**config.mk**
```make
export PLATFORM = sky130hd
export DESIGN_NAME = uart_bus_slave_flat
export DESIGN_NICKNAME = d
export VERILOG_FILES = /design/src/rtl/uart_bus_slave_pkg.sv /design/src/rtl/uart_bus_slave_if.sv /design/src/rtl/uart_rx_engine.sv /design/src/rtl/uart_bus_slave.sv /design/src/flat_wrapper.sv
export SDC_FILE = /design/constraint.sdc
export NUM_CORES = 1
export LEC_CHECK = 0
export CAP_MARGIN = 20
export CORE_MARGIN = 4
export CORE_UTILIZATION = 35
export CTS_CLUSTER_SIZE = 10
export DETAILED_ROUTE_END_ITERATION = 6
export PLACE_DENSITY_LB_ADDON = 0.3
export REMOVE_ABC_BUFFERS = 1
export SYNTH_ARGS = -nofsm -noshare
export SYNTH_HDL_FRONTEND = slang
export SYNTH_SLANG_ARGS = --single-unit
```
**constraint.sdc**
```tcl
create_clock -name clk -period 4.9 [get_ports clk]
set_input_delay 0.735 -clock clk [delete_from_list [all_inputs] [get_ports clk]]
set_output_delay 0.735 -clock clk [all_outputs]
set_load 0.01 [all_outputs]
```
**src/rtl/uart_bus_slave_pkg.sv**
```systemverilog
// rtl/uart_bus_slave_pkg.sv - shared offsets, status bit indices and FSM encodings
package uart_bus_slave_pkg;

    localparam logic [31:0] OFF_TX_DATA = 32'h0;
    localparam logic [31:0] OFF_RX_DATA = 32'h4;
    localparam logic [31:0] OFF_CTRL    = 32'h8;

    localparam int STAT_RX_READY  = 3;
    localparam int STAT_TX_BUSY   = 4;
    localparam int STAT_FRAME_ERR = 5;
    localparam int STAT_OVERRUN   = 6;

    typedef enum logic [1:0] {TX_IDLE, TX_START, TX_DATA, TX_STOP} tx_state_t;
    typedef enum logic [1:0] {RX_IDLE, RX_START, RX_DATA, RX_STOP} rx_state_t;

endpackage

```
**src/rtl/uart_bus_slave_if.sv**
```systemverilog
// rtl/uart_bus_slave_if.sv - CPU peripheral bus (load/store strobes, address, data)
interface uart_bus_slave_if;
    logic [31:0] addr;
    logic        MemRead;
    logic        MemWrite;
    logic [31:0] wdata;
    logic [31:0] rdata;

    modport master (output addr, output MemRead, output MemWrite, output wdata, input rdata);
    modport slave  (input addr, input MemRead, input MemWrite, input wdata, output rdata);
endinterface

```
**src/rtl/uart_rx_engine.sv**
```systemverilog
// rtl/uart_rx_engine.sv - synchronised 8N1 receiver producing byte_valid / frame_err pulses
module uart_rx_engine
    import uart_bus_slave_pkg::*;
#(
    parameter int CLKS_PER_BIT = 10417
) (
    input  logic       clk,
    input  logic       reset,
    input  logic       rx_en,
    input  logic       rxd,
    output logic       byte_valid,
    output logic       frame_err,
    output logic [7:0] rx_data
);
    localparam int CW = $clog2(CLKS_PER_BIT + 1);
    localparam logic [CW-1:0] BIT_END  = CW'(CLKS_PER_BIT - 1);
    localparam logic [CW-1:0] HALF_END = CW'(CLKS_PER_BIT / 2 - 1);

    logic          sync1, sync2, sync_prev;
    logic          fall;
    rx_state_t     state, state_next;
    logic [CW-1:0] cnt;
    logic [2:0]    idx;
    logic [7:0]    shift;

    assign fall    = sync_prev & ~sync2;
    assign rx_data = shift;

    // Next-state: start bit re-checked at its midpoint, then one sample per bit period
    always_comb begin
        state_next = state;
        case (state)
            RX_IDLE:  if (rx_en && fall) state_next = RX_START;
            RX_START: if (cnt == HALF_END) state_next = sync2 ? RX_IDLE : RX_DATA;
            RX_DATA:  if (cnt == BIT_END && idx == 3'd7) state_next = RX_STOP;
            RX_STOP:  if (cnt == BIT_END) state_next = RX_IDLE;
            default:  state_next = RX_IDLE;
        endcase
    end

    // Synchroniser, state register, bit timer, LSB-first shifter and result pulses
    always_ff @(posedge clk) begin
        if (reset) begin
            sync1      <= 1'b1;
            sync2      <= 1'b1;
            sync_prev  <= 1'b1;
            state      <= RX_IDLE;
            cnt        <= '0;
            idx        <= '0;
            shift      <= '0;
            byte_valid <= 1'b0;
            frame_err  <= 1'b0;
        end else begin
            sync1      <= rxd;
            sync2      <= sync1;
            sync_prev  <= sync2;
            state      <= state_next;
            byte_valid <= 1'b0;
            frame_err  <= 1'b0;
            if (state == RX_IDLE || state_next != state || cnt == BIT_END)
                cnt <= '0;
            else
                cnt <= cnt + 1'b1;
            if (state == RX_DATA && cnt == BIT_END) begin
                shift <= {sync2, shift[7:1]};
                idx   <= idx + 1'b1;
            end
            if (state == RX_STOP && cnt == BIT_END) begin
                if (sync2) byte_valid <= 1'b1;
                else       frame_err  <= 1'b1;
            end
        end
    end
endmodule

```
**src/rtl/uart_bus_slave.sv**
```systemverilog
// rtl/uart_bus_slave.sv - memory-mapped UART: register file, address decode and TX FSM
module uart_bus_slave
    import uart_bus_slave_pkg::*;
#(
    parameter int          CLKS_PER_BIT = 10417,
    parameter logic [31:0] BASE_ADDR    = 32'h40000018
) (
    input  logic              clk,
    input  logic              reset,
    uart_bus_slave_if.slave   bus,
    input  logic              uart_rxd,
    output logic              uart_txd,
    output logic              rx_irq
);
    localparam int CW = $clog2(CLKS_PER_BIT + 1);
    localparam logic [CW-1:0] BIT_END = CW'(CLKS_PER_BIT - 1);

    logic          sel_tx, sel_rx, sel_ctrl;
    logic          tx_accept, tx_busy, tx_bit_end;
    tx_state_t     tx_state, tx_next;
    logic [CW-1:0] tx_cnt;
    logic [2:0]    tx_idx;
    logic [7:0]    tx_shift;
    logic [1:0]    ctrl;
    logic [7:0]    rx_byte;
    logic          rx_ready, frame_err, overrun;
    logic          rx_valid, rx_ferr;
    logic [7:0]    rx_data;
    logic          unused_wdata;

    assign unused_wdata = &{1'b0, bus.wdata[31:8]};

    assign sel_tx     = (bus.addr == BASE_ADDR + OFF_TX_DATA);
    assign sel_rx     = (bus.addr == BASE_ADDR + OFF_RX_DATA);
    assign sel_ctrl   = (bus.addr == BASE_ADDR + OFF_CTRL);
    assign tx_busy    = (tx_state != TX_IDLE);
    assign tx_bit_end = (tx_cnt == BIT_END);
    assign tx_accept  = sel_tx & bus.MemWrite & ctrl[0] & ~tx_busy;
    assign rx_irq     = rx_ready & ctrl[1];

    uart_rx_engine #(.CLKS_PER_BIT(CLKS_PER_BIT)) u_rx (
        .clk        (clk),
        .reset      (reset),
        .rx_en      (ctrl[1]),
        .rxd        (uart_rxd),
        .byte_valid (rx_valid),
        .frame_err  (rx_ferr),
        .rx_data    (rx_data)
    );

    // TX next-state and line level; ctrl[0] only gates the start of a frame
    always_comb begin
        tx_next  = tx_state;
        uart_txd = 1'b1;
        case (tx_state)
            TX_IDLE:  if (tx_accept) tx_next = TX_START;
            TX_START: begin
                uart_txd = 1'b0;
                if (tx_bit_end) tx_next = TX_DATA;
            end
            TX_DATA:  begin
                uart_txd = tx_shift[0];
                if (tx_bit_end && tx_idx == 3'd7) tx_next = TX_STOP;
            end
            TX_STOP:  if (tx_bit_end) tx_next = TX_IDLE;
            default:  tx_next = TX_IDLE;
        endcase
    end

    // TX state register, bit timer and shifter
    always_ff @(posedge clk) begin
        if (reset) begin
            tx_state <= TX_IDLE;
            tx_cnt   <= '0;
            tx_idx   <= '0;
            tx_shift <= '0;
        end else begin
            tx_state <= tx_next;
            if (tx_state == TX_IDLE || tx_bit_end) tx_cnt <= '0;
            else                                   tx_cnt <= tx_cnt + 1'b1;
            if (tx_accept) begin
                tx_shift <= bus.wdata[7:0];
            end else if (tx_state == TX_DATA && tx_bit_end) begin
                tx_shift <= {1'b0, tx_shift[7:1]};
                tx_idx   <= tx_idx + 1'b1;
            end
        end
    end

    // Control and sticky status; a set from the receiver wins over a read-clear
    always_ff @(posedge clk) begin
        if (reset) begin
            ctrl      <= '0;
            rx_byte   <= '0;
            rx_ready  <= 1'b0;
            frame_err <= 1'b0;
            overrun   <= 1'b0;
        end else begin
            if (sel_ctrl && bus.MemWrite) ctrl <= bus.wdata[1:0];
            if (rx_valid) rx_byte <= rx_data;
            if (rx_valid)                      rx_ready <= 1'b1;
            else if (sel_rx && bus.MemRead)    rx_ready <= 1'b0;
            if (rx_valid && rx_ready)          overrun <= 1'b1;
            else if (sel_ctrl && bus.MemRead)  overrun <= 1'b0;
            if (rx_ferr)                       frame_err <= 1'b1;
            else if (sel_ctrl && bus.MemRead)  frame_err <= 1'b0;
        end
    end

    // Read mux: combinational from address, zero when nothing readable is selected
    always_comb begin
        bus.rdata = '0;
        if (sel_rx) begin
            bus.rdata[7:0] = rx_byte;
        end else if (sel_ctrl) begin
            bus.rdata[1:0]            = ctrl;
            bus.rdata[STAT_RX_READY]  = rx_ready;
            bus.rdata[STAT_TX_BUSY]   = tx_busy;
            bus.rdata[STAT_FRAME_ERR] = frame_err;
            bus.rdata[STAT_OVERRUN]   = overrun;
        end
    end
endmodule

```
**src/flat_wrapper.sv**
```systemverilog
// flat-port wrapper written by rule: the top's interface ports become plain ports
module uart_bus_slave_flat import uart_bus_slave_pkg::*;
#(
    parameter int          CLKS_PER_BIT = 10417,
    parameter logic [31:0] BASE_ADDR    = 32'h40000018
)
  (clk, reset, uart_rxd, uart_txd, rx_irq, bus_addr, bus_MemRead, bus_MemWrite, bus_wdata, bus_rdata);
  uart_bus_slave_if bus_i ();
  input  logic clk;
  input  logic reset;
  input  logic uart_rxd;
  output logic uart_txd;
  output logic rx_irq;
  input wire logic [$bits(bus_i.addr)-1:0] bus_addr;
  input wire logic [$bits(bus_i.MemRead)-1:0] bus_MemRead;
  input wire logic [$bits(bus_i.MemWrite)-1:0] bus_MemWrite;
  input wire logic [$bits(bus_i.wdata)-1:0] bus_wdata;
  output wire logic [$bits(bus_i.rdata)-1:0] bus_rdata;
  assign bus_i.addr = bus_addr;
  assign bus_i.MemRead = bus_MemRead;
  assign bus_i.MemWrite = bus_MemWrite;
  assign bus_i.wdata = bus_wdata;
  assign bus_rdata = bus_i.rdata;
  uart_bus_slave #(.CLKS_PER_BIT(CLKS_PER_BIT), .BASE_ADDR(BASE_ADDR)) u_core (.clk(clk), .reset(reset), .bus(bus_i), .uart_rxd(uart_rxd), .uart_txd(uart_txd), .rx_irq(rx_irq));
endmodule
```
==> results.json <==
{
  "setup_tns_ns": 0,
  "avgRoutedWirePerCell_um": 11.84,
  "synthCells": 394,
  "antenna_found_initial": 0,
  "drive_above_1_share": 0.09111,
  "drc": 0,
  "core_area_um2": 9819,
  "wirelength_um": 6900,
  "path_cells": "clkdlybuf4s50_1, nor4b_1, nand4_2, nor3_2, a22o_1, clkdlybuf4s50_1",
  "muxShareOfSynthArea": 0.05918,
  "clock_latency_ns": 0.35,
  "synthDistinctLibCells": 54,
  "cts-root-buf": "clkbuf_8",
  "htree_levels": 3,
  "irDropWorstVdd_mv": 0.1131,
  "gp_congestion": 0.7687,
  "worstMarginPinSlew_ns": 0.5865,
  "arrival_ns": 3.23,
  "tritoncts": "yes",
  "worstPathRequired_ns": 4.16,
  "overflow": 0,
  "fin_nets": 526,
  "cts_made_buffers": 9,
  "setup_ws_ns": 0.9306,
  "cts_setup_buffers": 0,
  "hold_depth": 1,
  "synth-xor-area-share": 0.05918,
  "first_pass_iters": 4,
  "ys_seq_area_frac": 0.4058,
  "ff2ff_path_depth": 7,
  "critPathMaxFanout": 9,
  "start_kind": "input port",
  "n_fill_cell": 992,
  "fin_total_pwr_uw": 1120,
  "hold_class": "register to register",
  "cpMostUsedCell": "clkdlybuf4s50_1",
  "clock_sinks": 72,
  "synth_seq_cells": 72,
  "grt_pass1_vias": 2570,
  "dieWidth_um": 108.7,
  "grt_max_degree": 34,
  "grt_pass1_wl_um": 11570,
  "finClkSkew_ns": 0.01027,
  "max_stage_delay_ns": 0.58,
  "io_buffers": 54,
  "synthFlopType": "dfxtp_1",
  "syn_area_per_cell_um2": 9.016,
  "async_flop_share": 0,
  "grt_usage": 0.1204,
  "initial_core_util": 0.3617,
  "synthSimpleGateAreaFrac": 0.2603,
  "syn_area_um2": 3552,
  "clk_pin_slew_ns": 0.07,
  "drtAntennaViolNets": 0,
  "leakagePower_uw": 0.001553,
  "fmax_mhz": 251.9,
  "hold_buffers": 0,
  "cpMaxStageDelayCell": "nor3_2",
  "multi_input_area_um2": 1898,
  "pre_cts_slack_ns": 0.8110,
  "max_cap_violations": 0,
  "final_hold_viol_count": 0,
  "drtIter0Drc": 89,
  "synth_top_family_by_area": "simple AND/OR/NAND/NOR gates",
  "endpoint_kind": "primary output",
  "report.final.slew_viol_count": 0,
  "placementRows": 36,
  "p_per_area_nw_per_um2": 261.3,
  "die_y_um": 108.7,
  "setup_viol": 0,
  "grt_setup_unrepaired": "no",
  "synthToLayoutAreaGrowth_pct": 20.68,
  "ctsResizeCount": 0,
  "relSlewSlack": 0.6069,
  "finalCritPeriodShare": 0.8101,
  "cts_buffer_depth": 2,
  "viasPerCell": 4.660,
  "vias": 2717,
  "outcome": "finished clean",
  "dpl.hpwl_um": 5089,
  "seqCellArea_um2": 1441,
  "diodes": 0,
  "ys_warn_count": 0,
  "design_area_um2": 4287,
  "dieArea_um2": 11820,
  "boundaryPins": 103,
  "synth-edff-count": 0,
  "synth_adder_area_share": 0.04227,
  "fin_crit_ns": 3.969,
  "crit_type": "input port to primary output",
  "synth-compound-area-share": 0.08806,
  "place_area_um2": 4106
}
[cell type report]
class,instances,area share
multi-input cells,293,0.4428
flip-flops and latches,72,0.3363
repair buffers,55,0.1278
well taps,133,0.03882
clock buffers,10,0.03211
inverters,14,0.01226
clock inverters,6,0.009924
[cells by family after synthesis]
logic type | count (synthesis)
AOI/OAI and AO/OA | 41
DFF | 72
buffers and inverters | 52
muxes | 21
other | 1
adders and majority gates | 12
xor gates and xnor gates | 24
and+or+nand+nor | 171
[cell usage after synthesis (4+ instances only)]
cell	count	area share
nand2_1	41	0.043
or3_1	6	0.011
nor2_1	60	0.063
buf_2	5	0.0070
buf_4	24	0.051
mux2i_1	21	0.059
clkbuf_1	8	0.0085
a22o_1	6	0.015
ha_1	12	0.042
dfxtp_1	72	0.41
xor2_1	15	0.037
nor4_1	4	0.0070
inv_1	14	0.015
a21oi_1	15	0.021
and2_1	4	0.0070
xnor2_1	9	0.022
nand3_1	12	0.017
a211oi_1	7	0.015
nor3_1	5	0.0070
and3_1	5	0.0088
nand4_1	4	0.0070
[routing by layer]
layer,GRT usage,vias up,wire length [um]
met5,0,-,0
met4,0.03246,0,81
met3,0.04855,7,600
met2,0.2004,74,3016
met1,0.1442,1237,3201
li1,-,1399,-
[report_power, final]
part | switching [uW] | internal (uW)
Clock | 228 | 198
Sequential | 3.86 | 589
Combinational | 47.9 | 52.7
Total | 280 | 840
[critical path, delay by kind of cell]
family,cells,cell delay (ns)
and+or+nand+nor,3,1.30
AOI/OAI and AO/OA,1,0.24
buffers and inverters,2,0.95
[stage by stage]
stage | instances | hold slack, ns | util
after floorplan | 379 | 0.3895 | -
after global placement | 567 | 0.3924 | 0.4182
after detailed placement | 567 | 0.3981 | 0.4182
after CTS | 583 | 0.4380 | 0.4365
after global routing | 583 | 0.4441 | 0.4365
final | 583 | 0.4316 | 0.4365
[flip-flops by register name, summed over array words and instances (netlist names)]
name                    flops
u_core.ctrl                 2
u_core.frame_err            1
u_core.overrun              1
u_core.rx_byte              8
u_core.rx_ready             1
u_core.tx_cnt              14
u_core.tx_idx               3
u_core.tx_shift             8
u_core.tx_state             2
u_core.u_rx.byte_valid      1
u_core.u_rx.cnt            14
u_core.u_rx.frame_err       1
u_core.u_rx.idx             3
u_core.u_rx.rx_data         8
u_core.u_rx.state           2
u_core.u_rx.sync1           1
u_core.u_rx.sync2           1
u_core.u_rx.sync_prev       1
[layout by cell type (no fill, tap or decap), types with 5 or more instances in the layout]
master           count
mux2i_1             21
clkdlybuf4s50_1     54
a211oi_1             7
clkbuf_8            10
a21oi_1             15
nor3_1               5
a22o_1               6
nand3_1             12
inv_1               14
nand2_1             41
and3_1               5
nor2_1              60
conb_1              24
ha_1                12
xnor2_1              9
xor2_1              15
dfxtp_1             72
or3_1                6
[path summary, 6_finish.rpt]
| path | start | to | slack (ns) |
|---|---|---|---|
| setup / recovery | bus_addr[25] | bus_rdata[4] | 0.93 |
| hold / removal | u_core.u_rx.sync1$_SDFF_PP1_ | u_core.u_rx.sync2$_SDFF_PP1_ | 0.43 |
| setup reg to reg | u_core.tx_cnt[0]$_SDFF_PP0_ | u_core.tx_shift[0]$_SDFFE_PP0P_ | 2.64 |
| hold reg to reg | u_core.u_rx.sync1$_SDFF_PP1_ | u_core.u_rx.sync2$_SDFF_PP1_ | 0.43 |
(Power assumes the default switching activity.)
